File: config.mk
export PLATFORM = sky130hd
export DESIGN_NAME = bcd_to_bin
export DESIGN_NICKNAME = d
export VERILOG_FILES = /design/src/rtl/bcd_to_bin.sv
export SDC_FILE = /design/constraint.sdc
export NUM_CORES = 1
export LEC_CHECK = 0
export BUFFER_PORTS_ARGS = -buffer_cell sky130_fd_sc_hd__buf_4
export CAP_MARGIN = 10
export CELL_PAD_IN_SITES_DETAIL_PLACEMENT = 0
export CELL_PAD_IN_SITES_GLOBAL_PLACEMENT = 1
export CORE_MARGIN = 2
export CORE_UTILIZATION = 48
export DETAILED_ROUTE_END_ITERATION = 7
export HOLD_SLACK_MARGIN = 0.06
export PLACE_DENSITY_LB_ADDON = 0.05
export SLEW_MARGIN = 40
export SYNTH_ARGS = -nofsm -noshare
export SYNTH_HDL_FRONTEND = slang
export SYNTH_SLANG_ARGS = --single-unit
File: constraint.sdc
create_clock -name clk -period 9.45 [get_ports clk]
set_input_delay 0.945 -clock clk [delete_from_list [all_inputs] [get_ports clk]]
set_output_delay 0.945 -clock clk [all_outputs]
set_load 0.02 [all_outputs]
File: src/rtl/bcd_to_bin.sv
// -----------------------------------------------------------------------------
// bcd_to_bin
//
// Purpose:
//   Sequential packed-BCD to unsigned binary converter. A captured BCD word is
//   folded into a 32-bit accumulator one digit per clock, most significant
//   digit first, using acc = acc*10 + d (computed as (acc<<3)+(acc<<1)+d).
//   Any nibble above 9 contributes zero and raises digit_err. The block
//   takes one word at a time and holds its result until the consumer
//   accepts it.
//
// Parameters:
//   DIGITS     number of packed BCD digits (1..9; 9 digits always fit in 32 bits)
//
// Ports:
//   clk        system clock, rising edge active
//   rst_n      asynchronous active-low reset
//   abort      synchronous abandon of any conversion; beats in_valid/out_ready
//   in_valid   bcd_in is presented
//   in_ready   high only in IDLE; a word is captured when in_valid is also high
//   bcd_in     packed BCD, most significant digit in the top nibble
//   out_valid  high only in DONE; bin_out/digit_err are valid
//   out_ready  consumer accepts the result; DONE -> IDLE
//   bin_out    accumulator contents (meaningful only while out_valid is high)
//   digit_err  one or more captured nibbles were greater than 9
// -----------------------------------------------------------------------------
module bcd_to_bin #(
    parameter int DIGITS = 8
) (
    input  logic                  clk,
    input  logic                  rst_n,
    input  logic                  abort,
    input  logic                  in_valid,
    output logic                  in_ready,
    input  logic [4*DIGITS-1:0]   bcd_in,
    output logic                  out_valid,
    input  logic                  out_ready,
    output logic [31:0]           bin_out,
    output logic                  digit_err
);

    typedef enum logic [1:0] {
        IDLE = 2'd0,
        CONV = 2'd1,
        DONE = 2'd2
    } state_t;

    state_t                r_state;
    logic [4*DIGITS-1:0]   r_bcd;       // captured word, shifted left as digits are consumed
    logic [31:0]           r_acc;
    logic                  r_err;
    logic [3:0]            r_cnt;       // digits consumed so far in CONV
    logic                  r_in_ready;
    logic                  r_out_valid;

    logic [3:0]            w_nibble;
    logic                  w_bad;
    logic [3:0]            w_digit;
    logic [31:0]           w_acc_next;

    // Datapath for one CONV step: the next digit is always the top nibble of
    // the shifting capture register, so no digit index mux is needed.
    // NOTE: every signal assigned in always_comb is given a value on every
    // path, so no latch can be inferred.
    always_comb begin
        w_nibble   = r_bcd[4*DIGITS-1 -: 4];
        w_bad      = (w_nibble > 4'd9);
        w_digit    = w_bad ? 4'd0 : w_nibble;
        w_acc_next = (r_acc << 3) + (r_acc << 1) + {28'd0, w_digit};
    end

    // Single-process FSM. in_ready/out_valid are registered alongside the
    // state so they always match it, including during reset (IDLE => ready).
    // NOTE: all state here uses non-blocking assignments so every register
    // samples the pre-edge values of the others, independent of statement order.
    always_ff @(posedge clk or negedge rst_n) begin
        if (!rst_n) begin
            r_state     <= IDLE;
            r_bcd       <= '0;
            r_acc       <= '0;
            r_err       <= 1'b0;
            r_cnt       <= '0;
            r_in_ready  <= 1'b1;
            r_out_valid <= 1'b0;
        end else if (abort) begin
            // Abort wins over any handshake in the same cycle.
            r_state     <= IDLE;
            r_acc       <= '0;
            r_err       <= 1'b0;
            r_cnt       <= '0;
            r_in_ready  <= 1'b1;
            r_out_valid <= 1'b0;
        end else begin
            case (r_state)
                IDLE: begin
                    if (in_valid) begin
                        r_bcd       <= bcd_in;
                        r_acc       <= '0;
                        r_err       <= 1'b0;
                        r_cnt       <= '0;
                        r_state     <= CONV;
                        r_in_ready  <= 1'b0;
                    end
                end

                CONV: begin
                    r_acc <= w_acc_next;
                    r_err <= r_err | w_bad;
                    r_bcd <= r_bcd << 4;
                    r_cnt <= r_cnt + 4'd1;
                    if (r_cnt == 4'(DIGITS - 1)) begin
                        r_state     <= DONE;
                        r_out_valid <= 1'b1;
                    end
                end

                DONE: begin
                    // Returning to IDLE here means a new word can be taken no
                    // earlier than the following edge.
                    if (out_ready) begin
                        r_state     <= IDLE;
                        r_out_valid <= 1'b0;
                        r_in_ready  <= 1'b1;
                    end
                end

                default: begin
                    r_state     <= IDLE;
                    r_in_ready  <= 1'b1;
                    r_out_valid <= 1'b0;
                end
            endcase
        end
    end

    assign in_ready  = r_in_ready;
    assign out_valid = r_out_valid;
    assign bin_out   = r_acc;
    assign digit_err = r_err;

endmodule
; After elaboration in Yosys (flattened, before gate mapping)
; Cells that the tools add are included.
[totals]
elab_cells = 54
out_inout_bits = 35
in_bits = 37
reg_bits = 73
[op_classes]
addsub = 3
n_lt_le_gt_ge = 1
n_eq_ne = 9
reduce_logical = 8
n_bitwise = 2
muxes = 24
[ops]
columns = op, n
row1 = 32-bit one-hot mux with 2 select lines, 2
row2 = 32-bit 2-to-1 mux, 3
row3 = 32-bit adder, 1
row4 = 32-bit by 4-bit adder with 32-bit output, 1
row5 = 4-bit 2-to-1 mux, 3
row6 = 3-bit AND reduction, 4
row7 = "3-bit inequality test, second input constant", 3
row8 = 2-bit 2-to-1 mux, 4
row9 = 4-bit one-hot mux with 2 select lines, 1
row10 = 1-bit 2-to-1 mux, 7
row11 = "2-bit inequality test, second input constant", 3
row12 = 1-bit one-hot mux with 3 select lines, 2
row13 = 2-bit one-hot mux with 3 select lines, 1
row14 = "4-bit by 1-bit adder with 4-bit output, second input constant", 1
row15 = "4-bit by 3-bit == test with 1-bit output, second input constant", 1
row16 = "4-bit > comparator, second input constant", 1
row17 = 3-bit nonzero test, 1
row18 = "2-bit by 1-bit == test with 1-bit output, second input constant", 1
row19 = "2-bit == test, second input constant", 1
row20 = 2-bit zero test, 1
row21 = 1-bit one-hot mux with 2 select lines, 1
row22 = 2-bit AND reduction, 1
row23 = 2-bit nonzero test, 1
row24 = 1-bit inverter, 1
row25 = 1-bit OR, 1

; Logic depth before layout (Yosys ltp)
[depth]
ltp_word = 5
ltp_mapped = 14
depth_no_buf = 13

; Worst setup path before layout
; No wires, ideal clock.
[synth_timing]
path_type = flip-flop to flip-flop
startpoint = reg r_acc[0] (netlist: bin_out[0])
endpoint = reg r_acc[22] (netlist: bin_out[22])
synth_period_minus_slack_ns = 3.174
stages_incl_launch_ff = 12
arrival_time_ns = 3.052
required_ns = 9.328
setup_slack_ns = 6.276
n_path_buf = 1
setup_time_ns = 0.122
cell_sequence = dfrtp_1 inv_1 fa_1 fa_1 nor2b_1 o2111ai_1 a211o_1 and3_1 clkbuf_1 nor4_2 o21ai_0 a32o_1
[synth_via]
elab_chain_len = 4
[synth_rtl]
columns = element, line
row1 = start: declaration, 50  ; logic [31:0] r_acc;
row2 = start signal: assignment, 107  ; r_acc <= w_acc_next;
row3 = 32-bit adder, 69  ; w_acc_next = (r_acc << 3) + (r_acc << 1) + {28'd0, w_digit};
row4 = 32-bit by 4-bit adder with 32-bit output, 69
row5 = 32-bit one-hot mux with 2 select lines, 94  ; case (r_state)
row6 = 32-bit 2-to-1 mux, 85  ; end else if (abort) begin
; No other way between the ends.
; A chain may end at the register's enable or synchronous reset.

; Final worst setup path
[layout_timing]
startpoint = reg r_bcd[30]
endpoint = reg r_acc[27] (netlist: bin_out[27])
[layout_via]
elab_chain_len = 5
[layout_rtl]
columns = element, line
row1 = start: declaration, 49  ; logic [4*DIGITS-1:0] r_bcd;
row2 = start signal: assignment, 97  ; r_bcd <= bcd_in;
row3 = start signal: assignment, 109  ; r_bcd <= r_bcd << 4;
row4 = 4-bit > comparator, 67  ; w_bad = (w_nibble > 4'd9);
row5 = 4-bit 2-to-1 mux (*), 68  ; w_digit = w_bad ? 4'd0 : w_nibble;
row6 = 32-bit by 4-bit adder with 32-bit output (*), 69
row7 = 32-bit one-hot mux with 2 select lines (*), 94
row8 = 32-bit 2-to-1 mux (*), 85
; Mark *: on every way between the ends. The rest lies on a longest branch, timed or not.

==> qor.yml <==
drt:
  drt-initial-drc-count: 200
  route.detailed.drc: 0
  vias: 4137
  ant_nets: 0
  routed_wl_um: 11700
  routed_via_density: 5.54
  drtPass1Iterations: 4
  routedWlPerCell_um: 15.6
synth:
  synth_nets: 645
  synthMuxAreaShare_pct: 5.83
  post-synth-top-count-cell: "nand2_1"
  synth_edf_count: 0
  yosysSeqAreaShare_pct: 36.7
  async_flop_share_pct: 100
  synth_area_leader_cell: "dfrtp_1"
  yosys.area_share.xor_xnor_pct: 4.57
  synth_compound_area_share_pct: 19.5
  synth_ff_type: "dfrtp_1"
  synth_area_um2: 4980
  yosys.area_share.simple_pct: 14.6
  ys_top_cells_by_area: "dfrtp_1, ha_1, o21ai_0"
  synthesis.yosys.warnings: 0
  synthAdderAreaFrac_pct: 15.6
  synth_area_per_cell_um2: 9.11
  synth_top_family_by_area: "compound AO/OA/AOI/OAI gates"
  synth_cell_types: 58
  yosysTopAreaCellShare_pct: 36.2
  syn-instance-count: 547
  synth-seq-cells: 73
  yosys-top-cells-count: "nand2_1, dfrtp_1, o21ai_0"
clock_tree:
  cts.clk_slew.worst_paths_ns: 0.09
  clockRootBuffer: "clkbuf_8"
  numClockSinks: 73
  tritoncts: "done"
  ctsHoldBuffers: 0
  clkLatencyLatePin_ns: 0.36
  cts_resized: 0
  cts_max_level: 3
  postCtsSetupRepairBufs: 0
  cts_buffers: 9
  clock_path_buffers: 2
job:
  maxCapViolCount: 0
grt:
  grt_max_degree: 74
  grt_use_total_pct: 22.1
  grt_pass1_vias: 4108
  overflow: 0
  grt_first_pass_wirelength_um: 19900
  antenna_found_initial: 0
critical_path:
  cp-end-kind: "register"
  start_kind: "register"
  ff2ff_path_depth: 13
  critPathKind: "reg2reg"
  cp_max_fo: 4
  crit_arrival_ns: 3.59
  required_ns: 9.70
floorplanning:
  die_h_um: 106
  core-area_um2: 10200
  io_pins: 72
  start_util_pct: 48.9
  floorplan.die.width_um: 106
  num_rows: 37
  die_area_um2: 11200
sta:
  hold_slack_ns: 0.488
  slew_violations: 0
  hold_viol: 0
  fmax_ghz: 0.299
  tightest_slew_ns: 0.689
  setup_viol: 0
  slew_headroom_pct: 54.0
  period_share_pct: 35.4
  fin_tns_setup_ns: 0
  period_needed_ns: 3.34
  fin_worst_skew_ns: 0.0154
  rsz0062_at_grt: "false"
  fin_ws_ns: 6.11
final_layout:
  layout-drive-gt1-share_pct: 16.9
  final_cell_area_um2: 5880
  syn2layout_area_growth_pct: 18.1
  final_cells: 747
  antenna_cells: 0
  layout.nets: 704
place:
  placed_area_um2: 5640
  gp_congestion: 0.824
  post-place-ws_ns: 6.14
  io_buffers: 71
  placed_cells: 731
  dp_hpwl_um: 8370
worst_hold_path:
  hold_path.class: "reg2reg"
  min_delay_path_depth: 2
power_and_ir_drop:
  peakVddDrop_mv: 0.0940
  p_leak_nw: 3.00
  pwr_density_cell_nw_per_um2: 130
status:
  status: "completed"
[cell type report]
| type | count | area [µm²] |
|---|---|---|
| clock buffers | 10 | 128 |
| clock inverters | 6 | 116 |
| fillers | 970 | 4300 |
| inverters | 13 | 48.8 |
| multi-input cells | 434 | 3010 |
| flip-flops and latches | 73 | 1830 |
| well taps | 136 | 170 |
| repair buffers | 75 | 587 |
[routing by layer]
layer / wire, µm / track usage, % / part of all wire [%]
met5: 0 / 0 / 0
met4: 148 / 5.73 / 1.3
met3: 467 / 4.89 / 4.0
met2: 5870 / 38.4 / 50
met1: 5180 / 27.8 / 44
[kinds of logic after synthesis]
family / after synthesis
and+or+nand+nor: 159
DFF: 73
xor gates and xnor gates: 26
buffers and inverters: 40
AOI/OAI and AO/OA: 159
muxes: 29
adders and majority gates: 61
[critical path, cell delays in order, from the launching register on]
cell and delay [ns]:
dfrtp_1 0.40, nor2_1 0.10, nand2_1 0.08, fa_1 0.54, inv_1 0.05, ha_1 0.29, a21oi_1 0.19, nor2_1 0.09
o21ai_1 0.29, o21ai_2 0.16, a41oi_2 0.36, a31oi_1 0.15, or3_1 0.32, a32o_1 0.25
[final timing paths]
path                           start           to  slack [ns]
setup / recovery           r_bcd[30]  bin_out[27]        6.11
hold / removal             r_bcd[26]    r_bcd[26]        0.49
setup reg to reg           r_bcd[30]  bin_out[27]        6.11
hold reg to reg            r_bcd[26]    r_bcd[26]        0.49
max in group asynchronous      rst_n   r_state[1]        8.36
min in group asynchronous      rst_n  bin_out[15]        0.60
[cell usage in the layout (no fill, tap or decap), types with 2 or more instances in the layout]
cell       synthesis  final
a21o_1            12     12
a21oi_1           32     32
a221oi_1           2      2
a22o_1             3      3
a31oi_1            3      3
a32o_1             3      3
a41oi_1            2      2
and3_1             5      5
buf_4              0     73
bufinv_16          0      3
clkbuf_8           0      9
clkinv_4           0      2
dfrtp_1           72     72
fa_1               2      2
ha_1              59     59
inv_1             13     13
mux2i_1           29     29
nand2_1           85     85
nand2b_1           5      5
nand3_1            6      6
nand4_1            5      5
nor2_1            23     21
nor2_2             0      2
nor2b_1            7      6
nor3_1             6      6
nor3b_1            2      2
nor4_1             3      3
o21a_1             3      3
o21ai_0           71     71
o21ai_1            6      6
o21bai_1           3      3
o31ai_1            3      3
or3_1              5      5
xnor2_1           11     11
xor2_1            15     15
[power by group]
group	switching (mW)	leakage, nW	total (mW)	internal [mW]
combinational	0.0526	1.92	0.0952	0.0426
clock	0.134	0.121	0.311	0.178
sequential	0.0174	0.966	0.355	0.338
[state kept, by name, indices dropped and copies added, names as in the netlist]
name       cells
digit_err      1
bin_out       32
r_cnt          4
in_ready       1
r_bcd         32
out_valid      1
r_state        2
[through the flow]
| stage | util (%) | power, mW |
|---|---|---|
| after floorplan | - | 0.416 |
| after global placement | 55.0 | 0.454 |
| after detailed placement | 55.4 | 0.459 |
| after CTS | 57.8 | 0.773 |
| after global routing | 57.8 | 0.801 |
| final | 57.8 | 0.762 |
Note: power is estimated with default switching activity, not from simulation.
